`src/rtl/apb_xfer_ctrl_pkg.sv`:
```
// Shared bridge widths, APB sequencer state encoding and timer sizing helper.
package apb_xfer_ctrl_pkg;

  localparam int unsigned PADDR_WIDTH    = 32;
  localparam int unsigned APB_DATA_WIDTH = 32;

  typedef enum logic [1:0] {
    StIdle   = 2'd0,
    StSetup  = 2'd1,
    StAccess = 2'd2,
    StDone   = 2'd3
  } apb_state_e;

  // A zero timeout disables the timer but still needs a 1-bit counter.
  function automatic int unsigned tmr_width(input int unsigned timeout);
    return (timeout == 0) ? 1 : $clog2(timeout + 1);
  endfunction

endpackage

```
`src/rtl/apb_wait_timer.sv`:
```
// Counts ACCESS wait cycles and flags the cycle in which the TIMEOUT-th wait occurs.
module apb_wait_timer
  import apb_xfer_ctrl_pkg::*;
#(
  parameter int unsigned TIMEOUT = 16
) (
  input  logic clk_i,
  input  logic rst_ni,
  input  logic clear_i,
  input  logic en_i,
  output logic expired_o
);

  localparam int unsigned CntW = tmr_width(TIMEOUT);

  logic [CntW-1:0] cnt_q, cnt_d;

  // The current wait cycle is included, so expiry fires when TIMEOUT-1 waits are already counted.
  always_comb begin
    expired_o = (TIMEOUT != 0) && en_i && (cnt_q == CntW'(TIMEOUT - 1));
  end

  always_comb begin
    cnt_d = cnt_q;
    if (clear_i) begin
      cnt_d = '0;
    end else if (en_i && !expired_o) begin
      cnt_d = cnt_q + 1'b1;
    end
  end

  always_ff @(posedge clk_i) begin
    if (!rst_ni) begin
      cnt_q <= '0;
    end else begin
      cnt_q <= cnt_d;
    end
  end

endmodule

```
`src/rtl/apb_xfer_ctrl.sv`:
```
// APB-side transfer sequencer of the AHB2APB bridge: SETUP/ACCESS phasing, slave select,
// wait-state timeout and completion status back to the AHB interface.
module apb_xfer_ctrl
  import apb_xfer_ctrl_pkg::*;
#(
  parameter int unsigned NUM_SLV = 4,
  parameter int unsigned SEL_W   = 2,
  parameter int unsigned SEL_LSB = 12,
  parameter int unsigned TIMEOUT = 16
) (
  input  logic                              hclk,
  input  logic                              hreset_n,
  input  logic                              req_valid,
  output logic                              req_ready,
  input  logic                              req_write,
  input  logic [PADDR_WIDTH-1:0]            req_addr,
  input  logic [APB_DATA_WIDTH-1:0]         req_wdata,
  output logic [NUM_SLV-1:0]                psel,
  output logic                              penable,
  output logic [PADDR_WIDTH-1:0]            paddr,
  output logic                              pwrite,
  output logic [APB_DATA_WIDTH-1:0]         pwdata,
  input  logic [NUM_SLV*APB_DATA_WIDTH-1:0] prdata_x,
  input  logic [NUM_SLV-1:0]                pready_x,
  input  logic [NUM_SLV-1:0]                pslverr_x,
  output logic                              done_valid,
  output logic                              done_err,
  output logic                              done_tmo,
  output logic [APB_DATA_WIDTH-1:0]         done_rdata
);

  apb_state_e                state_q, state_d;
  logic [SEL_W-1:0]          idx_q, idx_d;
  logic [PADDR_WIDTH-1:0]    paddr_q, paddr_d;
  logic [APB_DATA_WIDTH-1:0] pwdata_q, pwdata_d;
  logic                      pwrite_q, pwrite_d;
  logic                      err_q, err_d;
  logic                      tmo_q, tmo_d;
  logic [APB_DATA_WIDTH-1:0] rdata_q, rdata_d;

  logic [SEL_W-1:0]          req_idx;
  logic                      req_hit;
  int unsigned               sel_base;
  logic                      sel_ready;
  logic                      sel_err;
  logic [APB_DATA_WIDTH-1:0] sel_rdata;
  logic                      tmr_expired;

  assign req_idx   = req_addr[SEL_LSB +: SEL_W];
  assign req_hit   = 32'(req_idx) < NUM_SLV;
  assign sel_base  = 32'(idx_q) * APB_DATA_WIDTH;
  assign sel_ready = pready_x[idx_q];
  assign sel_err   = pslverr_x[idx_q];
  assign sel_rdata = prdata_x[sel_base +: APB_DATA_WIDTH];

  apb_wait_timer #(
    .TIMEOUT (TIMEOUT)
  ) u_wait_timer (
    .clk_i     (hclk),
    .rst_ni    (hreset_n),
    .clear_i   (state_q != StAccess),
    .en_i      ((state_q == StAccess) && !sel_ready),
    .expired_o (tmr_expired)
  );

  always_ff @(posedge hclk) begin
    if (!hreset_n) begin
      state_q  <= StIdle;
      idx_q    <= '0;
      paddr_q  <= '0;
      pwdata_q <= '0;
      pwrite_q <= 1'b0;
      err_q    <= 1'b0;
      tmo_q    <= 1'b0;
      rdata_q  <= '0;
    end else begin
      state_q  <= state_d;
      idx_q    <= idx_d;
      paddr_q  <= paddr_d;
      pwdata_q <= pwdata_d;
      pwrite_q <= pwrite_d;
      err_q    <= err_d;
      tmo_q    <= tmo_d;
      rdata_q  <= rdata_d;
    end
  end

  always_comb begin
    state_d  = state_q;
    idx_d    = idx_q;
    paddr_d  = paddr_q;
    pwdata_d = pwdata_q;
    pwrite_d = pwrite_q;
    err_d    = err_q;
    tmo_d    = tmo_q;
    rdata_d  = rdata_q;
    unique case (state_q)
      StIdle: begin
        if (req_valid) begin
          idx_d    = req_idx;
          paddr_d  = req_addr;
          pwdata_d = req_wdata;
          pwrite_d = req_write;
          err_d    = !req_hit;
          tmo_d    = 1'b0;
          rdata_d  = '0;
          state_d  = req_hit ? StSetup : StDone;
        end
      end
      StSetup: state_d = StAccess;
      StAccess: begin
        // pready wins over a timeout landing in the same cycle.
        if (sel_ready) begin
          err_d   = sel_err;
          rdata_d = (!pwrite_q && !sel_err) ? sel_rdata : '0;
          state_d = StDone;
        end else if (tmr_expired) begin
          err_d   = 1'b1;
          tmo_d   = 1'b1;
          state_d = StDone;
        end
      end
      StDone:  state_d = StIdle;
      default: state_d = StIdle;
    endcase
  end

  always_comb begin
    req_ready  = 1'b0;
    psel       = '0;
    penable    = 1'b0;
    done_valid = 1'b0;
    done_err   = 1'b0;
    done_tmo   = 1'b0;
    done_rdata = '0;
    unique case (state_q)
      StIdle:  req_ready = 1'b1;
      StSetup: psel[idx_q] = 1'b1;
      StAccess: begin
        psel[idx_q] = 1'b1;
        penable     = 1'b1;
      end
      StDone: begin
        done_valid = 1'b1;
        done_err   = err_q;
        done_tmo   = tmo_q;
        done_rdata = rdata_q;
      end
      default: req_ready = 1'b0;
    endcase
  end

  assign paddr  = paddr_q;
  assign pwrite = pwrite_q;
  assign pwdata = pwdata_q;

endmodule

```
`config.mk`:
```
export PLATFORM = sky130hd
export DESIGN_NAME = apb_xfer_ctrl
export DESIGN_NICKNAME = d
export VERILOG_FILES = /design/src/rtl/apb_xfer_ctrl_pkg.sv /design/src/rtl/apb_wait_timer.sv /design/src/rtl/apb_xfer_ctrl.sv
export SDC_FILE = /design/constraint.sdc
export NUM_CORES = 1
export LEC_CHECK = 0
export BUFFER_PORTS_ARGS = -buffer_cell sky130_fd_sc_hd__buf_2
export CAP_MARGIN = 0
export CORE_AREA = 2 2 120 122
export DETAILED_ROUTE_END_ITERATION = 12
export DIE_AREA = 0 0 122 124
export GPL_ROUTABILITY_DRIVEN = 0
export GPL_TIMING_DRIVEN = 0
export PLACE_DENSITY = 0.72
export SYNTH_ARGS = -nofsm -noshare
export SYNTH_HDL_FRONTEND = slang
export SYNTH_SLANG_ARGS = --single-unit
```
`constraint.sdc`:
```
create_clock -name hclk -period 2.6 [get_ports hclk]
set_clock_uncertainty 0.1 [all_clocks]
set_input_delay 0.26 -clock hclk [delete_from_list [all_inputs] [get_ports hclk]]
set_output_delay 0.26 -clock hclk [all_outputs]
set_load 0.02 [all_outputs]
```
==> run summary <==
The flow ran to the end, and the final reports show no timing, DRC or antenna violations. In the final routed layout, each cell accounts on average for 16.6 um. For the number of remaining DRC errors, the log shows 0.

The tightest min-delay check is of the in2reg type. The root buffer cell was sky130_fd_sc_hd__clkbuf_16. The final period demand of the worst path is 2390 ps, and the number of slew-limit violations in the final report is 0. The worst setup path is captured at a primary output.

IR analysis of the VDD net gives a maximum drop of 699 uV. The area of all placed cells without fillers was 7420 um2; the largest net degree at the start of global routing was 18. The maximum fanout count along the critical path was 10. The total power density per cell area was 788 nW/um2; the number of nets produced by synthesis was 775. The timing-limited maximum frequency was 0.418 GHz; the slew at the pin with the worst max-slew slack was 622 ps. The synthesized netlist contains 29 unique library cells. The clock latency on the worst-skew pair came out at 350 ps. The sum of met3 wire segment lengths after detailed routing is 1450 um.

The Yosys step of the flow raised 0 warnings. The layout overhead on the synthesized area is 39.4%, and the total routing resource utilization after global routing is 22.9%. In the final design database the tool counted 1,095 nets. The portion of total power attributed to sequential cells is 33.8%. In this run the tool buffered the top-level ports with 309 buffer cells. The top routing layer in use is met4.

TritonCTS created 9 clock buffers. The core region is 13,700 um2. Buffers inserted to repair hold after CTS numbered 0. For the worst setup path, the data arrival time is 2030 ps. In this run the core area contains 43 standard-cell rows. The path with the worst hold slack has its endpoint at pwdata[29].

In this run the mean area of a mapped cell was 9.40 um2. After detailed routing, the wire length on met1 is 7050 um. Critical path class: reg2out. Setup violations remaining at the end of the flow were counted as 0. For the post-DP HPWL, the log shows 14,300 um. The biggest area contributor in the post-synthesis netlist is sky130_fd_sc_hd__dfxtp_1. The synthesized design contains 106 register bits.

The tools report the initial antenna violation count as 1. For the total of cells resized after clock tree synthesis, the log shows 0. The floorplan step defined a die boundary enclosing 15,100 um2.

Synthesis produced 566 cells. The worst setup path is launched from a flip-flop. CTS built an H-tree with a depth of 3. Number of failing hold endpoints at the final stage: 0. The share of the clock period used by the worst path after layout was 91.9%. The slowest stage of the critical path is the sky130_fd_sc_hd__buf_1 cell. The largest stage delay on the critical path is 500 ps. During I/O placement, the number of pins put on the boundary was 310. The die is 124 um tall.

For this run, the detailed router's first-pass iteration total came to 5. Final hold analysis gives a worst-case slack of 49.1 ps. Total length of routed met2 wires: 8780 um. In the final layout, the share of cells above drive strength 1 is 41.5%. For the max-cap check violation count, the log shows 0. Combinational logic is responsible for 41.0% of the overall power. Internal power comes to 3.66 mW. Together, buffers and inverters on the worst path number 3. The average vias per placed instance was 4.88.

The critical path depth in cells was 4. TritonCTS built the clock tree. The cell area after placement was 7090 um2. By area the synthesized netlist is led by sky130_fd_sc_hd__dfxtp_1, sky130_fd_sc_hd__mux4_2, sky130_fd_sc_hd__nand2_1, sky130_fd_sc_hd__a21boi_0, sky130_fd_sc_hd__mux2i_1.

The clock transition time at the flip-flop clock pins of the worst setup and hold paths works out to 70 ps. Headroom to the max-slew limit came out at 58.5%. The clock network fraction of design power was 25.2%. Net switching is 37.4% of the power. The run gives 0 as the global route total overflow. Number of buffers inserted to repair setup after CTS: 0. The number of vias in the routed layout was 5,239.

After the first detailed-routing iteration, the DRC count stood at 198. The worst reg-to-reg path cell count works out to 7. The clock net in this run drives a total of 106 sinks.

The final antenna-violating net count is 0, and the global-route wire length before repair is 26,100 um. The cell that appears most often on the critical path is sky130_fd_sc_hd__buf_2. The worst register-to-register path begins at state_q[0]. The width of the chip is 122 um.

Setup repair after global routing left no endpoint under its margin. In this run the deepest clock path goes through 2 buffers. The initial standard-cell utilization of the core came out at 38.8%. For the via count of the first global-routing pass, the log shows 5,053.

Counting instances, the worst hold path has a depth of 3. The reg-to-reg critical path endpoint is paddr[13]. The critical path goes through buf_2 > buf_1 > and3b_1 > buf_2. In the final timing run, aggregate negative setup slack is 0 ps.

After detailed routing, the total wire length is 17,800 um. The share of Yosys cell area claimed by the top area cell type works out to 39.9%. Dominant delay contributor by cell family on the critical path: buffers and inverters.

Of the synthesized area, sequential elements account for 39.9%. The critical path required time came out at 2240 ps. The logs give 300 ps for the worst-case register-to-register setup slack and 5320 um2 for the cell area after synthesis. The run gives 3.46 nW as the leakage power. The startpoint identified for the worst hold timing path is req_wdata[29]. The analysis attributes to net switching a power of 2.19 mW.
-- routing by layer --
metal	global-route usage, %	vias up
met1	25.8	2408
li1	-	2585
met5	0	-
met4	8.91	0
met2	39.9	215
met3	7.78	31
-- layout make-up --
cell class	count	area [um2]
Clock buffer	10	229
Timing Repair Buffer	309	1550
Antenna cell	2	5.00
Inverter	7	26.3
Buffer	49	211
Fill cell	1332	6300
Multi-Input combinational cell	404	2960
Tap cell	180	225
Sequential cell	106	2120
Clock inverter	6	90.1
-- worst max-delay path by stage --
stage                from           to  slack [ps]
6_report        paddr[13]      psel[2]         210
5_1_grt        state_q[0]    paddr[13]          20
4_1_cts         paddr[13]      psel[2]         200
3_5_place_dp   state_q[0]    paddr[10]         270
3_3_place_gp   state_q[0]    paddr[13]         270
2_1_floorplan  state_q[0]  rdata_q[10]         680
-- flip-flops by register name, indices dropped and copies added, names as in the netlist --
name                cells
pwdata                 32
rdata_q                32
paddr                  31
u_wait_timer.cnt_q      5
state_q                 2
err_q                   1
idx_q                   1
pwrite                  1
tmo_q                   1
-- tightest hold or removal path, delay by kind of cell --
kind / cells / cell delay (ps)
AO/OA/AOI/OAI: 1 / 60
AND/OR/NAND/NOR: 1 / 40
buffers and inverters: 1 / 90
-- cell usage after synthesis --
library cell,n
sky130_fd_sc_hd__nor4b_1,1
sky130_fd_sc_hd__mux4_2,34
sky130_fd_sc_hd__and3_1,2
sky130_fd_sc_hd__o21bai_1,1
sky130_fd_sc_hd__and3b_1,2
sky130_fd_sc_hd__a2bb2oi_1,1
sky130_fd_sc_hd__and2_1,35
sky130_fd_sc_hd__or4_1,2
sky130_fd_sc_hd__inv_1,7
sky130_fd_sc_hd__o221a_2,2
sky130_fd_sc_hd__nand3b_1,32
sky130_fd_sc_hd__o31ai_1,2
sky130_fd_sc_hd__buf_2,4
sky130_fd_sc_hd__o21ai_0,3
sky130_fd_sc_hd__or3_1,3
sky130_fd_sc_hd__clkbuf_1,33
sky130_fd_sc_hd__a21boi_0,65
sky130_fd_sc_hd__nand3_1,1
sky130_fd_sc_hd__dfxtp_1,106
sky130_fd_sc_hd__mux2i_1,35
sky130_fd_sc_hd__buf_1,6
sky130_fd_sc_hd__buf_4,6
sky130_fd_sc_hd__a21oi_1,5
sky130_fd_sc_hd__nor3_1,1
sky130_fd_sc_hd__nand2_1,167
sky130_fd_sc_hd__ha_1,5
sky130_fd_sc_hd__nor2_1,1
sky130_fd_sc_hd__nand2b_1,1
sky130_fd_sc_hd__nor3b_1,3
-- layout by cell type, fill, tap and decap left out, types with 2 or more instances in the layout --
cell type,instances
sky130_fd_sc_hd__clkbuf_16,9
sky130_fd_sc_hd__o31ai_1,2
sky130_fd_sc_hd__buf_4,6
sky130_fd_sc_hd__clkbuf_1,34
sky130_fd_sc_hd__buf_2,313
sky130_fd_sc_hd__nand3b_1,32
sky130_fd_sc_hd__or3_1,3
sky130_fd_sc_hd__buf_1,6
sky130_fd_sc_hd__inv_1,7
sky130_fd_sc_hd__o221a_2,2
sky130_fd_sc_hd__and3b_1,2
sky130_fd_sc_hd__a21oi_1,5
sky130_fd_sc_hd__or4_1,2
sky130_fd_sc_hd__a21boi_0,65
sky130_fd_sc_hd__and3_1,2
sky130_fd_sc_hd__bufinv_16,2
sky130_fd_sc_hd__mux4_2,34
sky130_fd_sc_hd__o21ai_0,3
sky130_fd_sc_hd__nand2_1,167
sky130_fd_sc_hd__dfxtp_1,106
sky130_fd_sc_hd__diode_2,2
sky130_fd_sc_hd__ha_1,5
sky130_fd_sc_hd__mux2i_1,35
sky130_fd_sc_hd__and2_1,35
sky130_fd_sc_hd__nor3b_1,3
-- stage by stage --
stage | power, mW | util, % | std cells | setup slack (ps)
after floorplan | 3.65 | - | 566 | 678
after global placement | 4.41 | 51.7 | 1055 | 266
after detailed placement | 4.43 | 51.7 | 1055 | 269
after CTS | 5.91 | 54.0 | 1071 | 200
after global routing | 6.22 | 54.0 | 1072 | 21.0
final | 5.85 | 54.1 | 1073 | 210
-- kinds of logic after synthesis --
| logic type | share of synthesized area, % |
|---|---|
| AOI/OAI and AO/OA | 10.9 |
| buffers and inverters | 4.47 |
| adders and majority gates | 1.18 |
| muxes | 21.0 |
| DFF | 39.9 |
| and+or+nand+nor | 22.6 |
-- power by group through the flow --
stage,Combinational [mW],Sequential (mW),Clock (mW)
global placement,2.40,2.00,0
detailed placement,2.41,2.01,0
global route,2.63,2.00,1.58
finish,2.40,1.98,1.47
floorplan,1.41,2.24,0
CTS,2.42,1.98,1.51
Power figures use the tool's default switching activity.
